[config.mk]
export PLATFORM = sky130hd
export DESIGN_NAME = multicycle_control
export DESIGN_NICKNAME = d
export VERILOG_FILES = /design/src/rtl/mips_defs_pkg.sv /design/src/rtl/control_output_decode.sv /design/src/rtl/multicycle_control.sv
export SDC_FILE = /design/constraint.sdc
export NUM_CORES = 1
export LEC_CHECK = 0
export ABC_AREA = 1
export CORE_ASPECT_RATIO = 0.7
export CORE_MARGIN = 3
export CORE_UTILIZATION = 30
export CTS_BUF_LIST = sky130_fd_sc_hd__clkbuf_4 sky130_fd_sc_hd__clkbuf_8 sky130_fd_sc_hd__clkbuf_16
export DETAILED_ROUTE_END_ITERATION = 10
export GPL_TIMING_DRIVEN = 0
export PLACE_DENSITY = 0.74
export SYNTH_ARGS = -nofsm -noshare
export SYNTH_HDL_FRONTEND = slang
export SYNTH_SLANG_ARGS = --single-unit
[constraint.sdc]
create_clock -name clk -period 2.55 [get_ports clk]
set_input_delay 0.51 -clock clk [delete_from_list [all_inputs] [get_ports clk]]
set_output_delay 0.51 -clock clk [all_outputs]
set_load 0.02 [all_outputs]
[src/rtl/mips_defs_pkg.sv]
// Shared definitions for the multicycle MIPS control path: opcodes, ALUOp
// codes, the control-state encoding and the datapath control word.
package mips_defs;

  // Instruction opcodes, IR[31:26]
  localparam logic [5:0] OP_RTYPE = 6'b000000;
  localparam logic [5:0] OP_ADDI  = 6'b001000;
  localparam logic [5:0] OP_ANDI  = 6'b001100;
  localparam logic [5:0] OP_ORI   = 6'b001101;
  localparam logic [5:0] OP_LUI   = 6'b001111;
  localparam logic [5:0] OP_LW    = 6'b100011;
  localparam logic [5:0] OP_SW    = 6'b101011;
  localparam logic [5:0] OP_BEQ   = 6'b000100;
  localparam logic [5:0] OP_BNE   = 6'b000101;
  localparam logic [5:0] OP_J     = 6'b000010;

  // ALUOp codes consumed by the ALU control decoder
  localparam logic [4:0] ALUOP_RTYPE = 5'b00000;
  localparam logic [4:0] ALUOP_ADDI  = 5'b00001;
  localparam logic [4:0] ALUOP_ANDI  = 5'b00010;
  localparam logic [4:0] ALUOP_ORI   = 5'b00011;
  localparam logic [4:0] ALUOP_LUI   = 5'b00100;
  localparam logic [4:0] ALUOP_LW    = 5'b00101;
  localparam logic [4:0] ALUOP_SW    = 5'b00110;
  localparam logic [4:0] ALUOP_BEQ   = 5'b00111;
  localparam logic [4:0] ALUOP_BNE   = 5'b01000;

  // ALU B operand selects
  localparam logic [1:0] SRCB_B     = 2'b00;
  localparam logic [1:0] SRCB_FOUR  = 2'b01;
  localparam logic [1:0] SRCB_IMM   = 2'b10;
  localparam logic [1:0] SRCB_IMMSH = 2'b11;

  // PC source selects
  localparam logic [1:0] PCSRC_ALU    = 2'b00;
  localparam logic [1:0] PCSRC_ALUOUT = 2'b01;
  localparam logic [1:0] PCSRC_JUMP   = 2'b10;

  // Control states, 4-bit encoding, 13 states
  typedef enum logic [3:0] {
    S_IDLE     = 4'd0,
    S_FETCH    = 4'd1,
    S_DECODE   = 4'd2,
    S_EXEC_R   = 4'd3,
    S_RTYPE_WB = 4'd4,
    S_EXEC_I   = 4'd5,
    S_ITYPE_WB = 4'd6,
    S_MEM_ADDR = 4'd7,
    S_MEM_RD   = 4'd8,
    S_MEM_WB   = 4'd9,
    S_MEM_WR   = 4'd10,
    S_BRANCH   = 4'd11,
    S_JUMP     = 4'd12
  } state_e;

  // Complete set of datapath controls driven each cycle
  typedef struct packed {
    logic       pc_write;
    logic       pc_write_beq;
    logic       pc_write_bne;
    logic       i_or_d;
    logic       mem_read;
    logic       mem_write;
    logic       ir_write;
    logic       reg_dst;
    logic       mem_to_reg;
    logic       reg_write;
    logic       alu_src_a;
    logic [1:0] alu_src_b;
    logic [1:0] pc_source;
    logic [4:0] alu_op;
    logic       illegal_op;
  } ctrl_t;

  // ALUOp for the immediate-arithmetic group
  function automatic logic [4:0] itype_alu_op(input logic [5:0] op);
    logic [4:0] code;
    code = ALUOP_ADDI;
    case (op)
      OP_ANDI: code = ALUOP_ANDI;
      OP_ORI:  code = ALUOP_ORI;
      OP_LUI:  code = ALUOP_LUI;
      default: code = ALUOP_ADDI;
    endcase
    return code;
  endfunction

endpackage

[src/rtl/control_output_decode.sv]
// Combinational state/opcode to control-word decoder for multicycle_control.
module control_output_decode
  import mips_defs::*;
(
  input  state_e      state_i,
  input  logic [5:0]  opcode_i,
  input  logic        mem_ready_i,
  output ctrl_t       ctrl_o
);

  // Moore decode of the state; opcode only refines ALUOp/branch strobes,
  // mem_ready only gates the FETCH-completion strobes
  always_comb begin
    ctrl_o = '0;
    case (state_i)
      S_IDLE: ctrl_o = '0;
      S_FETCH: begin
        ctrl_o.mem_read  = 1'b1;
        ctrl_o.alu_src_b = SRCB_FOUR;
        ctrl_o.alu_op    = ALUOP_ADDI;
        ctrl_o.ir_write  = mem_ready_i;
        ctrl_o.pc_write  = mem_ready_i;
      end
      S_DECODE: begin
        ctrl_o.alu_src_b = SRCB_IMMSH;
        ctrl_o.alu_op    = ALUOP_ADDI;
        case (opcode_i)
          OP_RTYPE, OP_ADDI, OP_ANDI, OP_ORI, OP_LUI,
          OP_LW, OP_SW, OP_BEQ, OP_BNE, OP_J: ctrl_o.illegal_op = 1'b0;
          default:                            ctrl_o.illegal_op = 1'b1;
        endcase
      end
      S_EXEC_R: begin
        ctrl_o.alu_src_a = 1'b1;
        ctrl_o.alu_src_b = SRCB_B;
        ctrl_o.alu_op    = ALUOP_RTYPE;
      end
      S_RTYPE_WB: begin
        ctrl_o.reg_dst   = 1'b1;
        ctrl_o.reg_write = 1'b1;
      end
      S_EXEC_I: begin
        ctrl_o.alu_src_a = 1'b1;
        ctrl_o.alu_src_b = SRCB_IMM;
        ctrl_o.alu_op    = itype_alu_op(opcode_i);
      end
      S_ITYPE_WB: begin
        ctrl_o.reg_dst   = 1'b0;
        ctrl_o.reg_write = 1'b1;
      end
      S_MEM_ADDR: begin
        ctrl_o.alu_src_a = 1'b1;
        ctrl_o.alu_src_b = SRCB_IMM;
        ctrl_o.alu_op    = (opcode_i == OP_LW) ? ALUOP_LW : ALUOP_SW;
      end
      S_MEM_RD: begin
        ctrl_o.i_or_d   = 1'b1;
        ctrl_o.mem_read = 1'b1;
      end
      S_MEM_WB: begin
        ctrl_o.mem_to_reg = 1'b1;
        ctrl_o.reg_write  = 1'b1;
      end
      S_MEM_WR: begin
        ctrl_o.i_or_d    = 1'b1;
        ctrl_o.mem_write = 1'b1;
      end
      S_BRANCH: begin
        ctrl_o.alu_src_a = 1'b1;
        ctrl_o.alu_src_b = SRCB_B;
        ctrl_o.pc_source = PCSRC_ALUOUT;
        if (opcode_i == OP_BEQ) begin
          ctrl_o.alu_op       = ALUOP_BEQ;
          ctrl_o.pc_write_beq = 1'b1;
        end else begin
          ctrl_o.alu_op       = ALUOP_BNE;
          ctrl_o.pc_write_bne = 1'b1;
        end
      end
      S_JUMP: begin
        ctrl_o.pc_source = PCSRC_JUMP;
        ctrl_o.pc_write  = 1'b1;
      end
      default: ctrl_o = '0;
    endcase
  end

endmodule

[src/rtl/multicycle_control.sv]
// Main control FSM of the multicycle MIPS datapath: state register,
// next-state sequencing and fan-out of the decoded control word.
module multicycle_control
  import mips_defs::*;
(
  input  logic       clk,
  input  logic       reset,
  input  logic [5:0] opcode,
  input  logic       mem_ready,
  output logic       pc_write,
  output logic       pc_write_beq,
  output logic       pc_write_bne,
  output logic       i_or_d,
  output logic       mem_read,
  output logic       mem_write,
  output logic       ir_write,
  output logic       reg_dst,
  output logic       mem_to_reg,
  output logic       reg_write,
  output logic       alu_src_a,
  output logic [1:0] alu_src_b,
  output logic [1:0] pc_source,
  output logic [4:0] alu_op,
  output logic       illegal_op
);

  state_e state_q, state_d;
  ctrl_t  ctrl;

  // State register; active-low reset forces IDLE without a clock edge
  always_ff @(posedge clk or negedge reset) begin
    if (!reset) state_q <= S_IDLE;
    else        state_q <= state_d;
  end

  // Next-state sequencing; memory steps stretch until mem_ready
  always_comb begin
    state_d = state_q;
    case (state_q)
      S_IDLE:  state_d = S_FETCH;
      S_FETCH: state_d = mem_ready ? S_DECODE : S_FETCH;
      S_DECODE: begin
        case (opcode)
          OP_RTYPE:                         state_d = S_EXEC_R;
          OP_ADDI, OP_ANDI, OP_ORI, OP_LUI: state_d = S_EXEC_I;
          OP_LW, OP_SW:                     state_d = S_MEM_ADDR;
          OP_BEQ, OP_BNE:                   state_d = S_BRANCH;
          OP_J:                             state_d = S_JUMP;
          default:                          state_d = S_FETCH;
        endcase
      end
      S_EXEC_R:   state_d = S_RTYPE_WB;
      S_RTYPE_WB: state_d = S_FETCH;
      S_EXEC_I:   state_d = S_ITYPE_WB;
      S_ITYPE_WB: state_d = S_FETCH;
      S_MEM_ADDR: state_d = (opcode == OP_LW) ? S_MEM_RD : S_MEM_WR;
      S_MEM_RD:   state_d = mem_ready ? S_MEM_WB : S_MEM_RD;
      S_MEM_WB:   state_d = S_FETCH;
      S_MEM_WR:   state_d = mem_ready ? S_FETCH : S_MEM_WR;
      S_BRANCH:   state_d = S_FETCH;
      S_JUMP:     state_d = S_FETCH;
      default:    state_d = S_IDLE;
    endcase
  end

  control_output_decode u_decode (
    .state_i     (state_q),
    .opcode_i    (opcode),
    .mem_ready_i (mem_ready),
    .ctrl_o      (ctrl)
  );

  // Fan the control word out to the individual datapath ports
  always_comb begin
    pc_write     = ctrl.pc_write;
    pc_write_beq = ctrl.pc_write_beq;
    pc_write_bne = ctrl.pc_write_bne;
    i_or_d       = ctrl.i_or_d;
    mem_read     = ctrl.mem_read;
    mem_write    = ctrl.mem_write;
    ir_write     = ctrl.ir_write;
    reg_dst      = ctrl.reg_dst;
    mem_to_reg   = ctrl.mem_to_reg;
    reg_write    = ctrl.reg_write;
    alu_src_a    = ctrl.alu_src_a;
    alu_src_b    = ctrl.alu_src_b;
    pc_source    = ctrl.pc_source;
    alu_op       = ctrl.alu_op;
    illegal_op   = ctrl.illegal_op;
  end

endmodule

; ---- Word-level counts from Yosys, hierarchy flattened
; Index checks and enable logic that the tools add are counted.
[word_totals]
ff_bits = 4
[op_classes]
mux = 26
eq_ne = 21
reduce_logical = 13
[op_table]
columns = cell, n
row1 = $pmux 4 s8, 1
row2 = $eq 6x4->1 const B, 4
row3 = $eq 4x4->1 const B, 5
row4 = $pmux 4 s5, 1
row5 = $pmux 5 s4, 1
row6 = $eq 4x3->1 const B, 4
row7 = $mux 1, 13
row8 = $eq 6x3->1 const B, 2
row9 = $eq 6x6->1 const B, 2
row10 = $reduce_or 2->1, 6
row11 = $reduce_or 10->1, 1
row12 = $pmux 3 s3, 1
row13 = $eq 4x2->1 const B, 2
row14 = $mux 2, 4
row15 = $mux 4, 2
row16 = $reduce_or 4->1, 2
row17 = $eq 6x2->1 const B, 1
row18 = $logic_not 6->1, 1
row19 = $pmux 2 s3, 1
row20 = $reduce_or 6->1, 1
row21 = $eq 4x1->1 const B, 1
row22 = $logic_not 4->1, 1
row23 = $pmux 2 s2, 1
row24 = $reduce_or 3->1, 1
row25 = $pmux 1 s2, 1

; ---- Depth between registers and ports, before layout
[logic_depth]
ltp_word = 4
depth_mapped = 8
mapped_depth_nobuf = 8

; ---- Modules after synthesis
; A second synthesis with hierarchy kept.
[hier_totals]
hier_cells = 159
hier_area_um2 = 789.5
[modules_own_cells]
columns = mod, cells_per_inst, area_per_inst_um2, n_inst, seq_area_each_um2
row1 = control_output_decode, 87, 400.4, 1, 0.0
row2 = multicycle_control, 72, 389.1, 1, 100.1

; ---- Worst setup path before layout
; Ideal clock, no wire load.
[synth_path]
kind = register -> output
startpoint = register state_q[1]
endpoint = output pc_write
slack_ps = 649
t_required_ps = 2040
arrival_ps = 1391
path_stages_with_launch = 5
cell_sequence = dfrtp_1 -> nor2_1 -> inv_1 -> nor3_1 -> or2_1
[synth_between]
elab_chain_cells = 2
word_cells_on_any_way = 3
cone_classes = 2 x eq/ne / 1 x mux
[synth_lines]
columns = element, line_no
row1 = from (decl), multicycle_control.sv:27  ; state_e state_q, state_d;
row2 = from (signal assigned), multicycle_control.sv:33  ; else state_q <= state_d;
row3 = $eq 4x4->1 or $eq 4x1->1 (tied branches), control_output_decode.sv:15  ; case (state_i)
row4 = $pmux 1 s2 *, control_output_decode.sv:15
row5 = to (decl), multicycle_control.sv:10  ; output logic pc_write,
; Every way passes the cells marked *; elsewhere a longest branch is shown, timed or not.

; ---- Worst setup path in the final report
[layout_path]
startpoint = input opcode[3]
endpoint = output illegal_op
[layout_between]
elab_chain_cells = 4
word_cells_on_any_way = 13
cone_classes = 9 x eq/ne / 2 x mux / 2 x reduce/logical
[layout_lines]
columns = element, line_no
row1 = from (decl), multicycle_control.sv:8  ; input logic [5:0] opcode,
row2 = "$eq 6x6->1, or another cell as far along", control_output_decode.sv:27  ; case (opcode_i)
row3 = $reduce_or 10->1 *, control_output_decode.sv:27
row4 = $mux 1 *, control_output_decode.sv:27
row5 = $mux 1 *, control_output_decode.sv:15
row6 = to (decl), multicycle_control.sv:24  ; output logic illegal_op
; Marked as above.

==> results.md <==
* # rows at 12
* I/O pin count at 30
* Yosys reg bits at 4
* Highest clock rate at 399.0 MHz
* Initial antenna violation count at 0
* Buffers on Ports at 28
* Top reg by flops: state_q
* Crit share post-route at 0.9828
* Outcome: complete, no violations
* Grt ovf at 0
* Vias per cell at 4.873
* Internal cell power at 0.0003590 W
* Clock skew at 0.001684 ns
* Cts bufs inserted at 3
* HPWL Detailed at 1.549 mm
* Clk buf depth at 2
* Antenna Cells at 0
* Die width at 59.65 um
* Initial DRC Count at 27
* Final Power at 0.0007527 W
* CTS tree: yes
* Avg WL per Cell at 11.08 um
* CP Capture Type: output port
* Number of flip-flops in the largest register at 4
* Via count at 809
* Mapped Nets at 123
* Clock power share at 0.108
* DR pass1 iterations at 4
* Vias in the first global route at 695
* Startpoint class of the critical path: primary input
* Post-layout min period at 2.506 ns
* Most common cell after layout, fill and taps aside: nand2_1
* Sw frac at 0.5230
* Most frequent cells in the layout: 24 x nand2_1, 23 x clkdlybuf4s50_1, 22 x inv_1
* CTS Sinks at 4
* Post-route ant nets at 0
* Largest net degree at the start of global routing at 9
* Worst hold path class: in -> async
* Endpoints failing setup at 0
* Post-Syn Instances at 114
* WP data arrival at 2.00 ns
* Initial Util at 0.3470
* Die Area at 0.002598 mm^2
* Placed insts at 163
* Maximum vdd drop at 0.7194 mV
* # H-tree levels at 1
* Reg2Reg Depth at 6
* Area Growth Syn to Fin at 52.79%
* WS Path Type: in -> out
* R2R Path End: state_q[1]$_DFF_PN0_
* Final non-filler cell total at 166
* Max-slew violations at 0
* P_leak at 0.5021 nW
* Worst-path clk slew at 0.04 ns
* Final Hold Viols at 0
* Combinational power share at 0.733
* Core ar. at 0.001742 mm^2
* Nets at 156
* Sequential element share of the synthesized area at 0.1656
* Clk_lat worst skew at 0.24 ns
* Clock root buffer: clkbuf_4
* CP required at 2.04 ns
* YS warnings at 0
* Chip Height at 43.55 um
* Post-CTS Setup Bufs at 0
* Net Sw Power at 0.0003937 W
* Reg power frac at 0.159
* FF-to-FF setup slack at 1.33 ns
* Drt drc at 0
* PwrDens at 815.2 mW/mm^2
* Max-Cap Viols at 0
* Post-layout util at 0.5302
* Worst r2r src: state_q[3]$_DFF_PN0_
* Layout cells sized above 1 at 0.1241
* First-pass GRT wire length at 3.091 mm
* Post-synth cell types at 19
* Worst Path Max Fanout at 4
* Synth Area per Inst at 5.301 um^2
* RePlAce Congestion at 0.8507
* Routed wire length at 1.839 mm
* Gr usage total at 0.1512
* Mapped Area at 604.3 um^2
* Regs by FF count: state_q: 4 flops
-- cells in the mapped netlist (all sizes together) --
master / n / area share
o21ai: 2 / 0.017
nor2: 28 / 0.22
buf: 1 / 0.012
nand2: 25 / 0.16
conb: 1 / 0.0062
nand4: 4 / 0.041
nor3: 2 / 0.017
dfrtp: 4 / 0.17
nand3: 18 / 0.16
or2: 1 / 0.010
a21oi: 1 / 0.0083
inv: 24 / 0.15
nand3b: 1 / 0.012
a31oi: 2 / 0.021
-- final cells by class --
| class | instances | area [um^2] |
|---|---|---|
| Fill cell | 191 | 818.3 |
| Multi-Input combinational cell | 85 | 414.1 |
| Timing Repair Buffer | 28 | 262.8 |
| Sequential cell | 4 | 100.1 |
| Inverter | 24 | 90.09 |
| Tap cell | 21 | 26.28 |
| Clock buffer | 3 | 22.52 |
| Buffer | 1 | 7.507 |
-- repair_timing --
item | CTS | global route
endpoints found under the setup margin | 5 | 5
gates cloned | 0 | 0
hold buffers | 0 | 0
gates resized for setup | 5 | 8
-- worst max-delay path by stage --
stage                     slack [ns]                 start  cells after the start          to
final                           0.04             opcode[3]                      8  illegal_op
after global routing           -0.01             opcode[3]                      8  illegal_op
after CTS                       0.03             opcode[2]                      8   alu_op[0]
after detailed placement       -0.24             opcode[2]                      8   alu_op[2]
after global placement         -0.22             opcode[2]                      8   alu_op[0]
after floorplan                 0.65  state_q[1]$_DFF_PN0_                      4    pc_write
-- cell families (layout without fill, tap and decap cells) --
family                 after synthesis  after routing  share of synthesized area
flip-flops                           4              4                     0.1656
AO/OA/AOI/OAI                        5              5                    0.04554
AND/OR/NAND/NOR                     79             79                     0.6211
other                                1              1                   0.006205
buffers and inverters               25             56                     0.1615
-- metrics by stage --
| step | hold WS, ns | area, um^2 | setup WS [ns] | TNS (ns) |
|---|---|---|---|---|
| after floorplan | 0.2144 | 604.3 | 0.6489 | 0 |
| after global placement | 0.7227 | 910.9 | -0.2217 | -0.8351 |
| after detailed placement | 0.7242 | 910.9 | -0.2378 | -0.9584 |
| after CTS | 0.4721 | 927.1 | 0.03292 | 0 |
| after global routing | 0.4812 | 923.4 | -0.01355 | -0.01355 |
| final | 0.4697 | 923.4 | 0.04391 | 0 |
-- power by group through the flow --
stage	Sequential (W)	Clock [W]	Combinational, W
6_report	0.000120	0.0000810	0.000552
5_1_grt	0.000124	0.0000876	0.000606
4_1_cts	0.000118	0.0000834	0.000555
3_5_place_dp	0.000119	0	0.000569
3_3_place_gp	0.000117	0	0.000563
2_1_floorplan	0.000110	0	0.000335
-- critical path: stages --
cell	delay, ns
clkdlybuf4s50_1	0.49
nor2_1	0.25
nand3_1	0.18
nand2_1	0.10
inv_1	0.05
nand3_1	0.06
nor2_1	0.04
dlygate4sd2_1	0.31
-- per-layer routing --
metal  part of all wire  up-vias  global-route usage
li1                   -      420                   -
met1               0.51      363              0.2360
met2               0.42       24              0.2004
met3              0.062        2             0.03571
met4             0.0076        0             0.03982
met5                  0        -                   0
No activity file was read; power rests on OpenSTA's default activity.
